$ cat config.mk
export PLATFORM = sky130hd
export DESIGN_NAME = nanosoc_pad_mux_ctrl
export DESIGN_NICKNAME = d
export VERILOG_FILES = /design/src/rtl/nanosoc_pad_mux_ctrl.sv
export SDC_FILE = /design/constraint.sdc
export NUM_CORES = 1
export LEC_CHECK = 0
export BUFFER_PORTS_ARGS = -buffer_cell sky130_fd_sc_hd__buf_2
export CORE_ASPECT_RATIO = 1.1
export CORE_MARGIN = 4
export CORE_UTILIZATION = 36
export CTS_BUF_LIST = sky130_fd_sc_hd__clkbuf_16
export CTS_CLUSTER_DIAMETER = 150
export DETAILED_ROUTE_END_ITERATION = 6
export PLACE_DENSITY = 0.74
export SLEW_MARGIN = 20
export SYNTH_ARGS = -nofsm -noshare
export SYNTH_HDL_FRONTEND = slang
export SYNTH_SLANG_ARGS = --single-unit
export TNS_END_PERCENT = 100
$ cat constraint.sdc
create_clock -name clk_i -period 5.6 [get_ports clk_i]
set_clock_uncertainty 0.1 [all_clocks]
set_input_delay 1.12 -clock clk_i [delete_from_list [all_inputs] [get_ports clk_i]]
set_output_delay 1.12 -clock clk_i [all_outputs]
set_load 0.01 [all_outputs]
$ cat src/rtl/nanosoc_pad_mux_ctrl.sv
// ----------------------------------------------------------------------------
// nanosoc_pad_mux_ctrl
//
// Chip-level pad multiplexer and test-mode controller. Sits between the pad
// ring and the nanosoc_system GPIO. It lends the low 2*TIO_WIDTH pins of
// GPIO port 0 (the "borrowed" pins) to a scan, BIST or UART test function.
// All other pins stay GPIO in every mode.
//
// Mode changes go through a DRAIN phase. During DRAIN every borrowed pin is
// tri-stated for DRAIN_CYCLES cycles, so no pad is ever driven by two
// functions in consecutive cycles.
//
// Parameters:
//   NUM_PORTS    number of 16-bit GPIO ports (P = 16*NUM_PORTS pins)
//   TIO_WIDTH    pins per test direction, 2*TIO_WIDTH <= 16
//   SYNC_STAGES  synchroniser depth on mode pins and pad inputs, 0..3
//                (0 = combinational)
//   DRAIN_CYCLES tri-state cycles per mode change, 1..255
//
// Ports:
//   clk_i, rst_i         clock, synchronous active-high reset
//   scan_mode_i          scan mode request pin (highest priority)
//   bist_mode_i          BIST mode request pin
//   alt_mode_i           UART mode request pin (lowest priority)
//   pad_i                level-shifted pad inputs
//   pad_o, pad_e, pad_z  pad drive value, output enable, inverted enable
//   gpio_in_o            synchronised pad inputs to the system
//   gpio_out_i           system GPIO output values
//   gpio_outen_i         system GPIO output enables
//   scan_in_o/scan_out_i scan chain data to/from the core
//   bist_in_o/bist_out_i BIST control to / status from the core
//   uart_rxd_o/uart_txd_i UART receive to / transmit from the core
//   mode_o               current mode: 0 FUNC, 1 SCAN, 2 BIST, 3 UART
//   switching_o          high while in DRAIN
// ----------------------------------------------------------------------------

module nanosoc_pad_mux_ctrl #(
    parameter int unsigned NUM_PORTS    = 2,
    parameter int unsigned TIO_WIDTH    = 4,
    parameter int unsigned SYNC_STAGES  = 2,
    parameter int unsigned DRAIN_CYCLES = 4
) (
    input  logic                    clk_i,
    input  logic                    rst_i,

    input  logic                    scan_mode_i,
    input  logic                    bist_mode_i,
    input  logic                    alt_mode_i,

    input  logic [16*NUM_PORTS-1:0] pad_i,
    output logic [16*NUM_PORTS-1:0] pad_o,
    output logic [16*NUM_PORTS-1:0] pad_e,
    output logic [16*NUM_PORTS-1:0] pad_z,

    output logic [16*NUM_PORTS-1:0] gpio_in_o,
    input  logic [16*NUM_PORTS-1:0] gpio_out_i,
    input  logic [16*NUM_PORTS-1:0] gpio_outen_i,

    output logic [TIO_WIDTH-1:0]    scan_in_o,
    input  logic [TIO_WIDTH-1:0]    scan_out_i,
    output logic [TIO_WIDTH-1:0]    bist_in_o,
    input  logic [TIO_WIDTH-1:0]    bist_out_i,
    output logic                    uart_rxd_o,
    input  logic                    uart_txd_i,

    output logic [1:0]              mode_o,
    output logic                    switching_o
);

    // ------------------------------------------------------------------------
    // Constants
    // ------------------------------------------------------------------------
    localparam int unsigned Pins   = 16 * NUM_PORTS;
    localparam int unsigned Borrow = 2 * TIO_WIDTH;

    localparam logic [1:0] ModeFunc = 2'd0;
    localparam logic [1:0] ModeScan = 2'd1;
    localparam logic [1:0] ModeBist = 2'd2;
    localparam logic [1:0] ModeUart = 2'd3;

    localparam logic StActive = 1'b0;
    localparam logic StDrain  = 1'b1;

    // Counter runs DRAIN_CYCLES-1 down to 0, giving DRAIN_CYCLES drain cycles.
    localparam logic [7:0] DrainLoad = 8'(DRAIN_CYCLES - 1);

    // ------------------------------------------------------------------------
    // Input synchronisers (mode pins and pad inputs)
    // ------------------------------------------------------------------------
    logic [2:0]      mode_pins;
    logic [2:0]      mode_sync;
    logic [Pins-1:0] pad_sync;

    assign mode_pins = {scan_mode_i, bist_mode_i, alt_mode_i};

    generate
        if (SYNC_STAGES == 0) begin : g_no_sync
            assign mode_sync = mode_pins;
            assign pad_sync  = pad_i;
        end else begin : g_sync
            logic [SYNC_STAGES-1:0][2:0]      mode_q;
            logic [SYNC_STAGES-1:0][Pins-1:0] pad_q;

            always_ff @(posedge clk_i) begin
                if (rst_i) begin
                    mode_q <= '0;
                    pad_q  <= '0;
                end else begin
                    mode_q[0] <= mode_pins;
                    pad_q[0]  <= pad_i;
                    for (int i = 1; i < SYNC_STAGES; i++) begin
                        mode_q[i] <= mode_q[i-1];
                        pad_q[i]  <= pad_q[i-1];
                    end
                end
            end

            assign mode_sync = mode_q[SYNC_STAGES-1];
            assign pad_sync  = pad_q[SYNC_STAGES-1];
        end
    endgenerate

    // ------------------------------------------------------------------------
    // Requested mode: scan > bist > alt > FUNC
    // ------------------------------------------------------------------------
    logic [1:0] req;

    always_comb begin
        if (mode_sync[2]) begin
            req = ModeScan;
        end else if (mode_sync[1]) begin
            req = ModeBist;
        end else if (mode_sync[0]) begin
            req = ModeUart;
        end else begin
            req = ModeFunc;
        end
    end

    // ------------------------------------------------------------------------
    // Mode FSM
    // ------------------------------------------------------------------------
    logic       state_q, state_d;
    logic [1:0] cur_q, cur_d;
    logic [1:0] tgt_q, tgt_d;
    logic [7:0] cnt_q, cnt_d;

    always_comb begin
        state_d = state_q;
        cur_d   = cur_q;
        tgt_d   = tgt_q;
        cnt_d   = cnt_q;
        case (state_q)
            StActive: begin
                if (req != cur_q) begin
                    state_d = StDrain;
                    tgt_d   = req;
                    cnt_d   = DrainLoad;
                end
            end
            StDrain: begin
                // A changed request restarts the full drain; the old target
                // is never committed, even if its drain was nearly done.
                if (req != tgt_q) begin
                    tgt_d = req;
                    cnt_d = DrainLoad;
                end else if (cnt_q == 8'd0) begin
                    // May rewrite cur with its own value if req came back.
                    cur_d   = tgt_q;
                    state_d = StActive;
                end else begin
                    cnt_d = cnt_q - 8'd1;
                end
            end
        endcase
    end

    always_ff @(posedge clk_i) begin
        if (rst_i) begin
            state_q <= StActive;
            cur_q   <= ModeFunc;
            tgt_q   <= ModeFunc;
            cnt_q   <= 8'd0;
        end else begin
            state_q <= state_d;
            cur_q   <= cur_d;
            tgt_q   <= tgt_d;
            cnt_q   <= cnt_d;
        end
    end

    assign mode_o      = cur_q;
    assign switching_o = (state_q == StDrain);

    // ------------------------------------------------------------------------
    // Pad ownership and core-side test signals
    // ------------------------------------------------------------------------
    always_comb begin
        // Everything is plain GPIO unless a test function owns it.
        pad_o      = gpio_out_i;
        pad_e      = gpio_outen_i;
        scan_in_o  = '0;
        bist_in_o  = '0;
        uart_rxd_o = 1'b1;

        if (state_q == StDrain) begin
            pad_o[Borrow-1:0] = '0;
            pad_e[Borrow-1:0] = '0;
        end else begin
            case (cur_q)
                ModeScan: begin
                    pad_o[TIO_WIDTH-1:0]      = '0;
                    pad_e[TIO_WIDTH-1:0]      = '0;
                    pad_o[Borrow-1:TIO_WIDTH] = scan_out_i;
                    pad_e[Borrow-1:TIO_WIDTH] = '1;
                    // Raw pad value: scan shifting must not see sync latency.
                    scan_in_o                 = pad_i[TIO_WIDTH-1:0];
                end
                ModeBist: begin
                    pad_o[TIO_WIDTH-1:0]      = '0;
                    pad_e[TIO_WIDTH-1:0]      = '0;
                    pad_o[Borrow-1:TIO_WIDTH] = bist_out_i;
                    pad_e[Borrow-1:TIO_WIDTH] = '1;
                    bist_in_o                 = pad_i[TIO_WIDTH-1:0];
                end
                ModeUart: begin
                    pad_o[Borrow-1:0] = '0;
                    pad_e[Borrow-1:0] = '0;
                    pad_o[1]          = uart_txd_i;
                    pad_e[1]          = 1'b1;
                    uart_rxd_o        = pad_i[0];
                end
                default: begin
                    // FUNC: straight-through defaults above.
                end
            endcase
        end
    end

    assign pad_z = ~pad_e;

    // ------------------------------------------------------------------------
    // System-side inputs: borrowed pins read 0 while lent out or draining
    // ------------------------------------------------------------------------
    logic [Pins-1:0] in_mask;

    always_comb begin
        in_mask = '1;
        if ((state_q == StDrain) || (cur_q != ModeFunc)) begin
            in_mask[Borrow-1:0] = '0;
        end
    end

    assign gpio_in_o = pad_sync & in_mask;

endmodule
==> After elaboration in Yosys (flattened, before gate mapping) <==
Cells that the tools add are included.
Widths: inputs -> output; s select.
{ "totals": {"latchBits": 0, "mem_count": 0, "register_bits": 83, "out_inout_bits": 140, "ram_bits": 0, "rom_bits": 0, "input_bits": 110} }
{ "op_classes": {"n_bitwise": 4, "n_eq_ne": 8, "mux": 25, "shift": 0, "n_addsub": 1, "n_lt_le_gt_ge": 0, "n_reduce_logical": 7, "n_div": 0, "n_mul": 0} }
{ "op_table": {"columns": ["op", "count"], "rows": [
  ["$mux 8", 6],
  ["$and 32x32->32", 1],
  ["$not 32->32", 1],
  ["$pmux 8 s2", 2],
  ["$pmux 8 s3", 1],
  ["$mux 4", 4],
  ["$mux 2", 5],
  ["$logic_not 8->1", 1],
  ["$sub 8x1->8 const B", 1],
  ["$mux 1", 5],
  ["$eq 2x2->1 const B", 2],
  ["$ne 2x2->1", 2],
  ["$pmux 2 s2", 1],
  ["$reduce_and 2->1", 2],
  ["$ne 3x3->1 const B", 1],
  ["$reduce_and 3->1", 1],
  ["$eq 2x1->1 const B", 1],
  ["$ne 2x1->1 const B", 1],
  ["$ne 2x2->1 const B", 1],
  ["$not 1->1", 2],
  ["$pmux 1 s2", 1],
  ["$reduce_bool 2->1", 1],
  ["$reduce_or 2->1", 1],
  ["$logic_or 1x1->1", 1]
]} }

==> Logic depth before layout (Yosys ltp) <==
{ "logic_depth": {"word_depth": 6, "depth_mapped": 8} }

==> Least setup slack after synthesis <==
Ideal clock, no wire load.
{ "synth_path": {"path_kind": "reg-to-output", "startpoint": "register cur_q[1], in the netlist mode_o[1]", "endpoint": "output port pad_o[1]", "required_ns": 4.380, "setup_slack_ns": 2.734, "path_buffers": 3, "path_stages_with_launch": 9, "t_arrival_ns": 1.646, "cell_sequence": "dfxtp_1 clkbuf_1 inv_1 ha_1 clkbuf_1 clkbuf_1 nor2_1 a21oi_1 nor2_1"} }
{ "synth_between": {"elab_chain_len": 3, "word_cells_on_any_way": 5, "classes_between": "eq/ne (3); mux (2)"} }
{ "synth_lines": {"columns": ["element", "line", "source"], "rows": [
  ["start: declaration", "144", "logic [1:0] cur_q, cur_d;"],
  ["start signal: assignment", "181", "cur_q <= ModeFunc;"],
  ["start signal: assignment", "186", "cur_q <= cur_d;"],
  ["$eq 2x2->1 or $eq 2x1->1 (tied branches)", "210", "case (cur_q)"],
  ["$pmux 8 s3 *", "210", null],
  ["$mux 8 *", "206", "if (state_q == StDrain) begin"],
  ["end: declaration", "51", "output logic [16*NUM_PORTS-1:0] pad_o,"]
]} }
Mark *: on every way between the ends. The rest lies on a longest branch, timed or not.

==> Worst setup path after layout <==
{ "layout_path": {"startpoint": "register cur_q[0], in the netlist mode_o[0]", "endpoint": "output port pad_o[2]"} }
Same word-level chain as after synthesis.

==> flow_summary.json <==
{
  "status": "finished clean",
  "netlist_area_mm2": 0.00396,
  "slew_headroom": 0.462,
  "cts_tree": "yes",
  "finalCritPeriodShare": 0.600,
  "ys_seq_area_frac": 0.420,
  "die_h_um": 118,
  "min_delay_worst_endpoint": "pad_sync[31]",
  "p_sw_frac": 0.245,
  "synthFlopType": "dfxtp_1",
  "max_stage_delay_ns": 0.55,
  "port_buffers": 201,
  "htreeDepth": 3,
  "final-hold-violation-count": 0,
  "min_path_type": "flip-flop to flip-flop",
  "cts_sinks": 83,
  "power_frac_clock": 0.417,
  "die_width_um": 108,
  "post-cts-setup-buffer-count": 0,
  "startpoint_type": "flip-flop",
  "synth-async-reset-ratio": 0,
  "start_util": 0.374,
  "syn_to_final_growth_pct": 22.8,
  "r2r_end": "mode_o[0]",
  "synth_area_leaders": "dfxtp_1, buf_4, nor2b_1",
  "cts_made_buffers": 9,
  "hp-start": "g_sync.pad_q[31]",
  "clk_path_buf_depth": 2,
  "ys_types": 48,
  "drc": 0,
  "drv_cap": 0,
  "setup_viol": 0,
  "yosysTopAreaCellShare": 0.420,
  "finalCriticalPeriod_ns": 3.36,
  "drt_iter0_markers": 122,
  "worstSkewPairLatency_ns": 0.33,
  "grt_pass1_vias": 3021,
  "layout-drive-gt1-share": 0.405,
  "combPwrFrac": 0.168,
  "r2r_slack_ns": 3.34,
  "via_per_inst": 4.45,
  "cp_slowest_cell": "ha_1",
  "critical_path_class": "flip-flop to output port",
  "syn_avg_cell_area_um2": 8.90,
  "regArea_mm2": 0.00166,
  "final_nets": 684,
  "rows": 39,
  "die_area_mm2": 0.0127,
  "yosys.area.top_type": "dfxtp_1",
  "ios": 250,
  "crit_path_max_fanout": 17,
  "final_util": 0.459,
  "ys_warn_count": 0,
  "fillers": 1035,
  "dr_total_vias": 3173,
  "dp_hpwl_mm": 6.79,
  "p_leak_nw": 2.46,
  "dp_cells": 699,
  "grt_max_degree": 50,
  "clock-root-buffer": "clkbuf_16",
  "antenna_found_initial": 0,
  "postCtsHoldBufs": 0,
  "grt-ovfl-total": 0,
  "dr.pass1.iters": 4,
  "grt_use_total": 0.131,
  "layoutNonFillerInstCount": 713,
  "tns_ns": 0,
  "maxSlewViolCount": 0,
  "peakVddDrop_uv": 194,
  "p_seq_frac": 0.415,
  "arrival_ns": 2.14,
  "synthesis.nets": 562,
  "synth-seq-cells": 83,
  "multiInputGateArea_mm2": 0.00151,
  "drtAntennaViolNets": 0,
  "internal-power_mw": 1.17,
  "grt_setup_unrepaired": "false",
  "synth_edf_count": 0,
  "gp_congestion": 0.824,
  "worst_slew_pin_slew_ns": 0.806,
  "cts-resized-gates": 0,
  "path_clk_slew_ns": 0.06,
  "r2r-start": "cnt_q[0]",
  "routed_wl_mm": 8.72,
  "grt_pass1_wl_mm": 13.8,
  "wl_per_cell_um": 12.2,
  "holdPathStages": 1,
  "end_kind": "output port",
  "p_sw_mw": 0.380,
  "core_mm2": 0.0106,
  "antenna_cells": 0,
  "syn_inst": 445,
  "cp_data_required_time_ns": 4.38,
  "reg2reg_depth": 6,
  "fmax_mhz": 298,
  "crit_chain": "inv_1 > ha_1 > nor2b_1 > and2_1 > buf_2",
  "powerDensity_mw_per_mm2": 319
}
[cell type report]
| type | count | area share |
|---|---|---|
| timing repair buffer | 202 | 0.208 |
| inverter | 46 | 0.0355 |
| tap | 143 | 0.0368 |
| clock buffer | 9 | 0.0463 |
| clock inverter | 5 | 0.0214 |
| multi-input combinational | 225 | 0.310 |
| sequential | 83 | 0.342 |
[layout by cell type, fill, tap and decap left out, types with 2 or more instances in the layout]
| cell | instances |
|---|---|
| nor2_1 | 17 |
| mux2_2 | 2 |
| ha_1 | 7 |
| o22ai_1 | 2 |
| dfxtp_1 | 83 |
| nand4b_1 | 2 |
| and2_1 | 19 |
| clkbuf_16 | 9 |
| or2_2 | 4 |
| a22oi_1 | 4 |
| inv_1 | 46 |
| and3b_1 | 2 |
| a21oi_1 | 7 |
| o2111ai_1 | 9 |
| bufinv_16 | 3 |
| nand3b_1 | 2 |
| or4_1 | 2 |
| o31ai_1 | 2 |
| mux4_2 | 2 |
| o211ai_1 | 7 |
| o21ai_0 | 3 |
| a211oi_1 | 3 |
| nor2b_1 | 75 |
| nand2b_1 | 3 |
| a31oi_1 | 2 |
| nor3_1 | 4 |
| or3_1 | 4 |
| nand2_1 | 21 |
| mux2i_1 | 2 |
| buf_2 | 201 |
[cell families (layout without fill, tap and decap cells)]
| logic type | Yosys count | in the layout | share of synthesized area |
|---|---|---|---|
| DFF | 83 | 83 | 0.420 |
| and+or+nand+nor | 164 | 164 | 0.244 |
| adders and majority gates | 7 | 7 | 0.0221 |
| buffers and inverters | 137 | 262 | 0.200 |
| AOI/OAI and AO/OA | 48 | 48 | 0.0919 |
| muxes | 6 | 6 | 0.0221 |
[worst max-delay path by stage]
| stage | start | endpoint | slack (ns) |
|---|---|---|---|
| 6_report | mode_o[0] | pad_o[2] | 2.24 |
| 5_1_grt | mode_o[0] | pad_e[0] | 2.05 |
| 4_1_cts | mode_o[0] | pad_e[0] | 2.24 |
| 3_5_place_dp | rst_i | cnt_q[2] | 2.56 |
| 3_3_place_gp | scan_out_i[2] | pad_o[6] | 2.58 |
| 2_1_floorplan | mode_o[1] | pad_o[1] | 2.73 |
[stage by stage]
stage	area (um2)	hold WS, ns	worst slack, ns	power [mW]
final	4860	0.333	2.24	1.55
after floorplan	3960	0.314	2.73	0.848
after global placement	4530	0.316	2.58	0.907
after global routing	4860	0.360	2.05	1.63
after CTS	4860	0.340	2.24	1.57
after detailed placement	4530	0.323	2.56	0.915
[power by group through the flow]
stage	sequential (mW)	combinational (mW)	clock [mW]
floorplan	0.645	0.203	0
global placement	0.653	0.253	0
detailed placement	0.655	0.261	0
CTS	0.642	0.262	0.664
global route	0.646	0.288	0.691
finish	0.642	0.260	0.647
[cells in the mapped netlist, types with 2 or more instances]
cell	n
dfxtp_1	83
nor2b_1	75
buf_4	72
inv_1	46
nand2_1	21
and2_1	19
clkbuf_1	18
nor2_1	17
o2111ai_1	9
a21oi_1	7
ha_1	7
o211ai_1	7
a22oi_1	4
nor3_1	4
or2_2	4
or3_1	4
a211oi_1	3
nand2b_1	3
o21ai_0	3
a31oi_1	2
and3b_1	2
mux2_2	2
mux2i_1	2
mux4_2	2
nand3b_1	2
nand4b_1	2
o22ai_1	2
o31ai_1	2
or4_1	2
[worst max-delay path: cells and delay by family, from the launching register on]
family,cells,cell delay (ns)
buffers and inverters,2,0.34
AND/OR/NAND/NOR,2,0.53
adder cells (fa/ha/maj),1,0.55
flip-flops,1,0.39
[flip-flops by register name, indices dropped and copies added (netlist names)]
register,count
mode_o,2
switching_o,1
cnt_q,8
g_sync.mode_q,3
pad_sync,32
tgt_q,2
g_sync.pad_q,32
mode_sync,3
[layer usage]
layer,GRT usage,share of wire
met1,0.149,0.41
met5,0,0
met3,0.0389,0.091
met2,0.233,0.49
met4,0.0434,0.0089
Power figures use the tool's default switching activity.
